## src/rtl/qadd_share_ctrl_pkg.sv

```systemverilog
// Shared types and constants for the shared qadd scheduler.
// Q15 fixed-point, sign-magnitude words.
package qadd_share_ctrl_pkg;

  localparam int QW = 32;
  localparam int SIGN_BIT = QW - 1;
  localparam logic [QW-1:0] Q_ONE = 32'h0000_8000;

  typedef enum logic [1:0] {
    IDLE = 2'd0,
    EXEC = 2'd1,
    DONE = 2'd2
  } state_t;

endpackage

```

## src/rtl/qadd_share_ctrl_if.sv

```systemverilog
// Request/response bundle between requesters and the shared adder.
// master = requester side, slave = scheduler side.
interface qadd_share_ctrl_if #(
  parameter int N    = 32,
  parameter int NREQ = 4
);
  import qadd_share_ctrl_pkg::*;

  logic [NREQ-1:0]   req_valid;
  logic [NREQ-1:0]   req_ready;
  logic [NREQ*N-1:0] req_a;
  logic [NREQ*N-1:0] req_b;
  logic [NREQ-1:0]   resp_valid;
  logic [NREQ-1:0]   resp_ready;
  logic [N-1:0]      resp_c;
  logic              resp_ovf;

  modport master (
    output req_valid,
    output req_a,
    output req_b,
    output resp_ready,
    input  req_ready,
    input  resp_valid,
    input  resp_c,
    input  resp_ovf
  );

  modport slave (
    input  req_valid,
    input  req_a,
    input  req_b,
    input  resp_ready,
    output req_ready,
    output resp_valid,
    output resp_c,
    output resp_ovf
  );

endinterface

```

## src/rtl/qadd.sv

```systemverilog
// Combinational sign-magnitude fixed-point adder.
// Wraps on magnitude overflow; equal-magnitude cancellation gives +0.
module qadd #(
  parameter int Q = 15,
  parameter int N = 32
) (
  input  logic [N-1:0] a,
  input  logic [N-1:0] b,
  output logic [N-1:0] c
);

  if (Q < 0 || Q > N - 2) begin : g_q_range
    $error("qadd: Q out of range");
  end

  always_comb begin
    c = '0;
    if (a[N-1] == b[N-1]) begin
      c[N-2:0] = a[N-2:0] + b[N-2:0];
      c[N-1]   = a[N-1];
    end else if (a[N-2:0] > b[N-2:0]) begin
      c[N-2:0] = a[N-2:0] - b[N-2:0];
      c[N-1]   = a[N-1];
    end else begin
      c[N-2:0] = b[N-2:0] - a[N-2:0];
      c[N-1]   = b[N-1] & (b[N-2:0] != a[N-2:0]);
    end
  end

endmodule

```

## src/rtl/qadd_share_ctrl_rr_arbiter.sv

```systemverilog
// Round-robin grant: first requester at or above ptr_i, wrapping.
// Output is one-hot or zero.
module rr_arbiter #(
  parameter int NREQ = 4,
  localparam int PW = (NREQ > 1) ? $clog2(NREQ) : 1
) (
  input  logic [NREQ-1:0] req_i,
  input  logic [PW-1:0]   ptr_i,
  output logic [NREQ-1:0] gnt_o
);

  int   idx;
  logic found;

  always_comb begin
    gnt_o = '0;
    found = 1'b0;
    idx   = 0;
    for (int i = 0; i < NREQ; i++) begin
      idx = int'(ptr_i) + i;
      if (idx >= NREQ) idx = idx - NREQ;
      if (!found && req_i[idx]) begin
        gnt_o[idx] = 1'b1;
        found      = 1'b1;
      end
    end
  end

endmodule

```

## src/rtl/qadd_share_ctrl.sv

```systemverilog
// Round-robin scheduler sharing one qadd among NREQ requesters.
// Operands and sum are registered; one op in flight at a time.
module qadd_share_ctrl
  import qadd_share_ctrl_pkg::*;
#(
  parameter int Q    = 15,
  parameter int N    = 32,
  parameter int NREQ = 4
) (
  input  logic             clk,
  input  logic             rst,
  qadd_share_ctrl_if.slave bus,
  output logic             busy
);

  localparam int PW = (NREQ > 1) ? $clog2(NREQ) : 1;

  state_t          state_q, state_d;
  logic [PW-1:0]   rr_ptr_q, rr_ptr_d;
  logic [PW-1:0]   id_q, id_d;
  logic [N-1:0]    a_q, a_d;
  logic [N-1:0]    b_q, b_d;
  logic [N-1:0]    res_q, res_d;
  logic            ovf_q, ovf_d;

  logic [NREQ-1:0] gnt;
  logic [PW-1:0]   gnt_id;
  logic [NREQ-1:0] id_oh;
  logic            take;
  logic [N-1:0]    sum;
  logic [N-1:0]    mag_sum;
  logic            ovf;

  rr_arbiter #(.NREQ(NREQ)) u_arb (
    .req_i (bus.req_valid),
    .ptr_i (rr_ptr_q),
    .gnt_o (gnt)
  );

  qadd #(.Q(Q), .N(N)) u_qadd (
    .a (a_q),
    .b (b_q),
    .c (sum)
  );

  // carry out of the magnitude field, only meaningful on same-sign adds
  assign mag_sum = {1'b0, a_q[N-2:0]} + {1'b0, b_q[N-2:0]};
  assign ovf     = (a_q[N-1] == b_q[N-1]) & |(mag_sum >> (N - 1));

  assign take = (state_q == IDLE) & |gnt;

  always_comb begin
    gnt_id = '0;
    for (int i = 0; i < NREQ; i++)
      if (gnt[i]) gnt_id = PW'(i);
  end

  always_ff @(posedge clk) begin
    if (rst) begin
      state_q  <= IDLE;
      rr_ptr_q <= '0;
      id_q     <= '0;
      a_q      <= '0;
      b_q      <= '0;
      res_q    <= '0;
      ovf_q    <= 1'b0;
    end else begin
      state_q  <= state_d;
      rr_ptr_q <= rr_ptr_d;
      id_q     <= id_d;
      a_q      <= a_d;
      b_q      <= b_d;
      res_q    <= res_d;
      ovf_q    <= ovf_d;
    end
  end

  always_comb begin
    state_d  = state_q;
    rr_ptr_d = rr_ptr_q;
    id_d     = id_q;
    a_d      = a_q;
    b_d      = b_q;
    res_d    = res_q;
    ovf_d    = ovf_q;
    unique case (state_q)
      IDLE: begin
        if (take) begin
          id_d    = gnt_id;
          a_d     = bus.req_a[int'(gnt_id)*N +: N];
          b_d     = bus.req_b[int'(gnt_id)*N +: N];
          state_d = EXEC;
        end
      end
      EXEC: begin
        res_d   = sum;
        ovf_d   = ovf;
        state_d = DONE;
      end
      DONE: begin
        if (bus.resp_ready[id_q]) begin
          state_d = IDLE;
          if (int'(id_q) == NREQ - 1) rr_ptr_d = '0;
          else rr_ptr_d = id_q + 1'b1;
        end
      end
      default: state_d = IDLE;
    endcase
  end

  always_comb begin
    id_oh        = '0;
    id_oh[id_q]  = 1'b1;
    bus.req_ready  = (state_q == IDLE) ? gnt : '0;
    bus.resp_valid = (state_q == DONE) ? id_oh : '0;
    busy           = (state_q != IDLE);
  end

  assign bus.resp_c   = res_q;
  assign bus.resp_ovf = ovf_q;

endmodule
```

## src/flat_wrapper.sv

```systemverilog
// flat-port wrapper written by rule: the top's interface ports become plain ports
module qadd_share_ctrl_flat import qadd_share_ctrl_pkg::*;
#(
  parameter int Q    = 15,
  parameter int N    = 32,
  parameter int NREQ = 4
)
  (clk, rst, busy, bus_req_valid, bus_req_a, bus_req_b, bus_resp_ready, bus_req_ready, bus_resp_valid, bus_resp_c, bus_resp_ovf);
  qadd_share_ctrl_if #(.N(N), .NREQ(NREQ)) bus_i ();
  input  logic clk;
  input  logic rst;
  output logic busy;
  input wire logic [$bits(bus_i.req_valid)-1:0] bus_req_valid;
  input wire logic [$bits(bus_i.req_a)-1:0] bus_req_a;
  input wire logic [$bits(bus_i.req_b)-1:0] bus_req_b;
  input wire logic [$bits(bus_i.resp_ready)-1:0] bus_resp_ready;
  output wire logic [$bits(bus_i.req_ready)-1:0] bus_req_ready;
  output wire logic [$bits(bus_i.resp_valid)-1:0] bus_resp_valid;
  output wire logic [$bits(bus_i.resp_c)-1:0] bus_resp_c;
  output wire logic [$bits(bus_i.resp_ovf)-1:0] bus_resp_ovf;
  assign bus_i.req_valid = bus_req_valid;
  assign bus_i.req_a = bus_req_a;
  assign bus_i.req_b = bus_req_b;
  assign bus_i.resp_ready = bus_resp_ready;
  assign bus_req_ready = bus_i.req_ready;
  assign bus_resp_valid = bus_i.resp_valid;
  assign bus_resp_c = bus_i.resp_c;
  assign bus_resp_ovf = bus_i.resp_ovf;
  qadd_share_ctrl #(.Q(Q), .N(N), .NREQ(NREQ)) u_core (.clk(clk), .rst(rst), .bus(bus_i), .busy(busy));
endmodule
```

## config.mk

```make
export PLATFORM = sky130hd
export DESIGN_NAME = qadd_share_ctrl_flat
export DESIGN_NICKNAME = d
export VERILOG_FILES = /design/src/rtl/qadd_share_ctrl_pkg.sv /design/src/rtl/qadd_share_ctrl_if.sv /design/src/rtl/qadd.sv /design/src/rtl/qadd_share_ctrl_rr_arbiter.sv /design/src/rtl/qadd_share_ctrl.sv /design/src/flat_wrapper.sv
export SDC_FILE = /design/constraint.sdc
export NUM_CORES = 1
export LEC_CHECK = 0
export CAP_MARGIN = 20
export CELL_PAD_IN_SITES_DETAIL_PLACEMENT = 1
export CELL_PAD_IN_SITES_GLOBAL_PLACEMENT = 2
export CORE_ASPECT_RATIO = 0.75
export CORE_UTILIZATION = 25
export DETAILED_ROUTE_END_ITERATION = 10
export MAX_ROUTING_LAYER = met4
export PLACE_DENSITY = 0.76
export SKIP_CTS_REPAIR_TIMING = 1
export SLEW_MARGIN = 20
export SYNTH_ARGS = -nofsm -noshare
export SYNTH_HDL_FRONTEND = slang
export SYNTH_SLANG_ARGS = --single-unit
```

## constraint.sdc

```tcl
create_clock -name clk -period 4.6 [get_ports clk]
set_clock_uncertainty 0.2 [all_clocks]
set_input_delay 0.92 -clock clk [delete_from_list [all_inputs] [get_ports clk]]
set_output_delay 0.92 -clock clk [all_outputs]
set_load 0.02 [all_outputs]
```

Yosys cells after proc, flatten, opt, wreduce, memory -nomap -nowiden

Cells that the tools add are included.

Register bits: 103
Logic and storage cells: 112

Add/sub/neg operators: 12
Order comparisons: 15
Equality and inequality tests: 7
Shifts and indexed selects: 2
Multiplexer cells: 46
Bitwise logic cells: 6
Reduce and logical (&&, ||, !) cells: 17

Operator list:

| cell                  | number |
|---|---|
| $shiftx A128 B8 Y32   | 2 |
| $mux W32              | 6 |
| $ge A32 B1 Y1 const B | 4 |
| $lt A32 B4 Y1 const B | 4 |
| $sub A31 B31 Y31      | 2 |
| $add A31 B31 Y32      | 1 |
| $add A31 B31 Y31      | 1 |
| $gt A31 B31 Y1        | 1 |
| $ne A31 B31 Y1        | 1 |
| $mux W4               | 6 |
| $mux W1               | 18 |
| $or A4 B4 Y4          | 3 |
| $sub A3 B3 Y4 const B | 3 |
| $bmux W1 S2           | 5 |
| $demux W1 S2          | 5 |
| $mux W2               | 5 |
| $ge A3 B3 Y1 const B  | 3 |
| $logic_and A1 B1 Y1   | 8 |
| $add A2 B2 Y3 const B | 2 |
| $pmux W2 S3           | 1 |
| $reduce_and A2 Y1     | 3 |
| $eq A2 B1 Y1 const B  | 2 |
| $ne A2 B1 Y1 const B  | 2 |
| $reduce_or A4 Y1      | 1 |
| 12 further kinds      | 16 |

Depth between registers and ports, before layout

Depth in word-level cells: 19
Mapped depth: 15

Modules after synthesis

From an unflattened synthesis, not the netlist that was laid out.

Cell total of the unflattened synthesis: 1546
Area, all modules: 11872.6 um^2

By module, submodules not included:

| module          | times used | cells an instance | area each (um^2) |
|---|---|---|---|
| qadd_share_ctrl | 1          | 760               | 6600.1 |
| qadd            | 1          | 754               | 4944.7 |
| rr_arbiter      | 1          | 32                | 327.8 |

Worst setup path after synthesis

Ideal clock, no wire load.

Kind: in2out
From: input bus_req_valid[1]
To: output bus_req_ready[2]
Arrival: 2.713 ns
Required time: 3.480 ns
Slack: 0.767 ns
Cell stages on the path: 8
Buffers on the path: 2
Path through: mux4_2 > nor2b_1 > nand2_1 > nand3_1 > o221ai_1 > clkbuf_1 > clkbuf_1 > nor2_1

Longest elaborated chain between the ends: 14
Elaborated cells on any way between the ends: 29
Those cells by class: mux: 20; bitwise: 3; reduce/logical: 6

RTL lines:

| element                                     | line                             | source |
|---|---|---|
| start: declaration                          | flat_wrapper.sv:13               | `input wire logic [$bits(bus_i.req_valid)-1:0] bus_req_valid;` |
| $bmux W1 S2                                 | qadd_share_ctrl_rr_arbiter.sv:22 | `if (!found && req_i[idx]) begin` |
| $mux W1 (implied by the code) (2 in series) | qadd_share_ctrl_rr_arbiter.sv:22 |  |
| $mux W1                                     | qadd_share_ctrl_rr_arbiter.sv:22 |  |
| $logic_not A1 Y1                            | qadd_share_ctrl_rr_arbiter.sv:22 |  |
| $logic_and A1 B1 Y1                         | qadd_share_ctrl_rr_arbiter.sv:22 |  |
| $mux W1                                     | qadd_share_ctrl_rr_arbiter.sv:22 |  |
| $logic_not A1 Y1                            | qadd_share_ctrl_rr_arbiter.sv:22 |  |
| $logic_and A1 B1 Y1                         | qadd_share_ctrl_rr_arbiter.sv:22 |  |
| $mux W1                                     | qadd_share_ctrl_rr_arbiter.sv:22 |  |
| $logic_not A1 Y1                            | qadd_share_ctrl_rr_arbiter.sv:22 |  |
| $logic_and A1 B1 Y1                         | qadd_share_ctrl_rr_arbiter.sv:22 |  |
| $mux W4 *                                   | qadd_share_ctrl_rr_arbiter.sv:22 |  |
| $mux W4 *                                   | qadd_share_ctrl.sv:114           | `bus.req_ready = (state_q == IDLE) ? gnt : '0;` |
| end: declaration                            | flat_wrapper.sv:17               | `output wire logic [$bits(bus_i.req_ready)-1:0] bus_req_ready;` |

Mark *: on every way between the ends. The rest lies on a longest branch, timed or not. The select of a mux whose other input is x is not followed.

Worst setup path after layout

From: input bus_req_valid[1]
To: output bus_req_ready[1]

Same word-level chain as after synthesis.

==> results.sh <==
export IMPL_setup_viol=0
export IMPL_ys_seq_area_share_pct=19.1
export IMPL_cp_required_ns=3.48
export IMPL_min_period_ns=4.46
export IMPL_routed_wl_um=47300
export IMPL_tns_ns=0
export IMPL_overflow=0
export IMPL_crit_path_start="bus_req_valid[1]"
export IMPL_synthCells=1487
export IMPL_cts_root_buf="clkbuf_16"
export IMPL_cp_end_kind="output pin"
export IMPL_final_common_cell="clkdlybuf4s50_1"
export IMPL_cts_num_sinks=103
export IMPL_synth_distinct_cells=69
export IMPL_path_depth=8
export IMPL_wl_per_cell_um=20.2
export IMPL_drt_drc_violations_left=0
export IMPL_yosysWarnings=0
export IMPL_crit_chain="clkdlybuf4s50_1 -> mux4_2 -> nor2b_2 -> nand2_1 -> a31oi_4 -> inv_1 -> nor2_1 -> clkdlybuf4s50_1"
export IMPL_port_buffers=307
export IMPL_start_kind="input port"
export IMPL_grt_pass1_wl_um=72400
export IMPL_n_antenna_cell=0
export IMPL_hold_viol=0
export IMPL_track_usage_pct=21.7
export IMPL_first_pass_iters=4
export IMPL_status="complete, no violations"
export IMPL_ios=308
export IMPL_ff2ff_path_depth=15
export IMPL_fp_dieW_um=242
export IMPL_max_stage_delay_ns=0.61
export IMPL_regToRegStartpoint="u_core.b_q[1]"
export IMPL_antenna_found_initial=0
export IMPL_routabilityCongestion=0.947
export IMPL_clkPwrFrac_pct=7.1
export IMPL_worst_hold_path_type="reg2reg"
export IMPL_synthesis_nets=1868
export IMPL_fin_area_um2=15200
export IMPL_power_density_nw_per_um2=716
export IMPL_ys_ff_latch=103
export IMPL_power_share_sequential_pct=14.9
export IMPL_multi_input_area_um2=8010
export IMPL_cp_max_fo=5
export IMPL_p_sw_share_pct=55.3
export IMPL_htreeDepth=3
export IMPL_maxCapViolations=0
export IMPL_relSlewSlack_pct=45.4
export IMPL_worstHoldStart="u_core.bus.resp_c[14]"
export IMPL_die_y_um=182
export IMPL_dp_hpwl_um=38400
export IMPL_ys_flop_type="dfxtp_1"
export IMPL_core_area_um2=42300
export IMPL_syn_to_final_growth_pct=40.5
export IMPL_holdPathStages=2
export IMPL_dr_first_iter_drc_count=714
export IMPL_cp_arrival_ns=3.34
export IMPL_internal_power_mw=4.85
export IMPL_dieArea_um2=44000
export IMPL_dpl_instance_area_um2=14900
export IMPL_synth_edff_count=0
export IMPL_rows=65
export IMPL_slowest_stage="clkdlybuf4s50_1"
export IMPL_async_flop_share_pct=0
export IMPL_peakVddDrop_uv=302
export IMPL_cp_num_buf_inv=3
export IMPL_antenna_left=0
export IMPL_cts_tree="built"
export IMPL_nFillCells=5211
export IMPL_initial_core_util_pct=25.5
export IMPL_viasPerCell=5.20
export IMPL_nets=2155
export IMPL_drv_slew=0
export IMPL_cts_buffer_depth=2
export IMPL_clkTransAtPathRegs_ns=0.07
export IMPL_fmax_mhz=224
export IMPL_combPwrFrac_pct=78.0
export IMPL_grt_pass1_vias=12300
export IMPL_leakage_nw=6.06
export IMPL_worstSetupPathType="in2out"
export IMPL_cts_buffers=9
export IMPL_grt_max_degree=132
export IMPL_cp_top_family="buffers and inverters"
export IMPL_tightest_slew_ns=0.808
export IMPL_vias=12200
export IMPL_layout_drive_gt1_share_pct=6.75
export IMPL_syn_area_per_cell_um2=7.25
export IMPL_clk_latency_ns=0.39
export IMPL_syn_area_um2=10800
export IMPL_rsz0062_at_grt="no"
export IMPL_min_period_over_period_pct=97.0
export IMPL_crit_path_frequent_cell="clkdlybuf4s50_1"
export IMPL_switchingPower_mw=6.01
export IMPL_seqCellArea_um2=2060
export IMPL_mostFrequentLayoutCells="306 x clkdlybuf4s50_1, 212 x nor2_1, 179 x a21oi_1"
## worst reg2reg max path, stage by stage (launching register included)
cell and delay (ns):
dfxtp_1 0.49, inv_1 0.14, ha_1 0.36, nor2b_1 0.09, o211ai_1 0.36, a311oi_1 0.24
nor3_1 0.34, buf_4 0.18, o21ai_1 0.14, a2111oi_0 0.52, buf_4 0.20, nor2_1 0.05
a221oi_1 0.41, a22oi_1 0.16, xnor2_1 0.18, a22o_1 0.20
## flip-flops by register name, summed over array words and instances, names as in the netlist
name,count
u_core.b_q,32
u_core.state_q,2
u_core.bus.resp_ovf,1
u_core.id_q,2
u_core.a_q,32
u_core.bus.resp_c,32
u_core.rr_ptr_q,2
## synth_stat cells, drive strengths merged, types with 9 or more instances
cell | number | area, um2
a211oi | 140 | 1060
a21o | 22 | 165
a21oi | 180 | 901
a31oi | 19 | 134
buf | 27 | 149
clkbuf | 84 | 315
dfxtp | 103 | 2060
ha | 112 | 1400
inv | 95 | 357
mux2i | 74 | 741
nand2 | 82 | 310
nand2b | 14 | 87.6
nand3 | 31 | 155
nand4 | 17 | 106
nor2 | 213 | 807
nor2b | 16 | 100
nor3 | 25 | 125
o211ai | 17 | 128
o21ai | 48 | 240
o31ai | 14 | 105
or4 | 9 | 67.6
xnor2 | 21 | 184
## cell type report
type                       count  area share, %
clock buffer                  11           1.60
timing repair buffer         387           24.7
multi-input combinational   1178           52.8
inverter                      95           2.35
sequential                   103           13.6
clock inverter                 4          0.206
tap                          569           4.70
## per-stage QoR
| step | hold slack [ns] | util, % | instances | power [mW] | worst slack [ns] |
|---|---|---|---|---|---|
| 2_1_floorplan | 0.295 | - | 1487 | 6.64 | 0.767 |
| 3_3_place_gp | 0.242 | 35.1 | 2331 | 9.80 | 0.139 |
| 3_5_place_dp | 0.249 | 35.1 | 2331 | 9.91 | 0.0920 |
| 4_1_cts | 0.258 | 35.8 | 2346 | 10.7 | 0.0654 |
| 5_1_grt | 0.277 | 35.8 | 2347 | 11.6 | 0.0121 |
| 6_report | 0.254 | 35.8 | 2347 | 10.9 | 0.137 |
## path summary, 6_finish.rpt
kind                            slack, ns                     to
worst min register to register       0.25  u_core.bus.resp_c[14]
worst max register to register       0.25  u_core.bus.resp_c[27]
worst min-delay path                 0.25  u_core.bus.resp_c[14]
worst max-delay path                 0.14       bus_req_ready[1]
## power groups by stage
stage | sequential (mW) | clock (mW) | combinational [mW]
6_report | 1.62 | 0.771 | 8.46
5_1_grt | 1.66 | 0.836 | 9.14
4_1_cts | 1.62 | 0.811 | 8.30
3_5_place_dp | 1.64 | 0 | 8.26
3_3_place_gp | 1.62 | 0 | 8.17
2_1_floorplan | 1.65 | 0 | 4.99
## kinds of logic (layout without fill, tap and decap cells)
kind of cell	after synthesis	count (layout)	share of synthesized area [%]
multiplexers	81	81	8.02
buffers and inverters	206	497	7.61
flip-flops	103	103	19.1
AO/OA/AOI/OAI	512	512	31.0
AND/OR/NAND/NOR	446	446	18.8
adder cells (fa/ha/maj)	115	115	13.5
XOR/XNOR	24	24	1.95
## metal layers
metal,vias to the layer above,wire length (um),GRT usage [%]
li1,5974,-,-
met1,5830,24900,32.1
met3,33,2710,3.55
met5,-,0,-
met2,379,19200,30.3
met4,0,519,4.00
(Power assumes the default switching activity.)
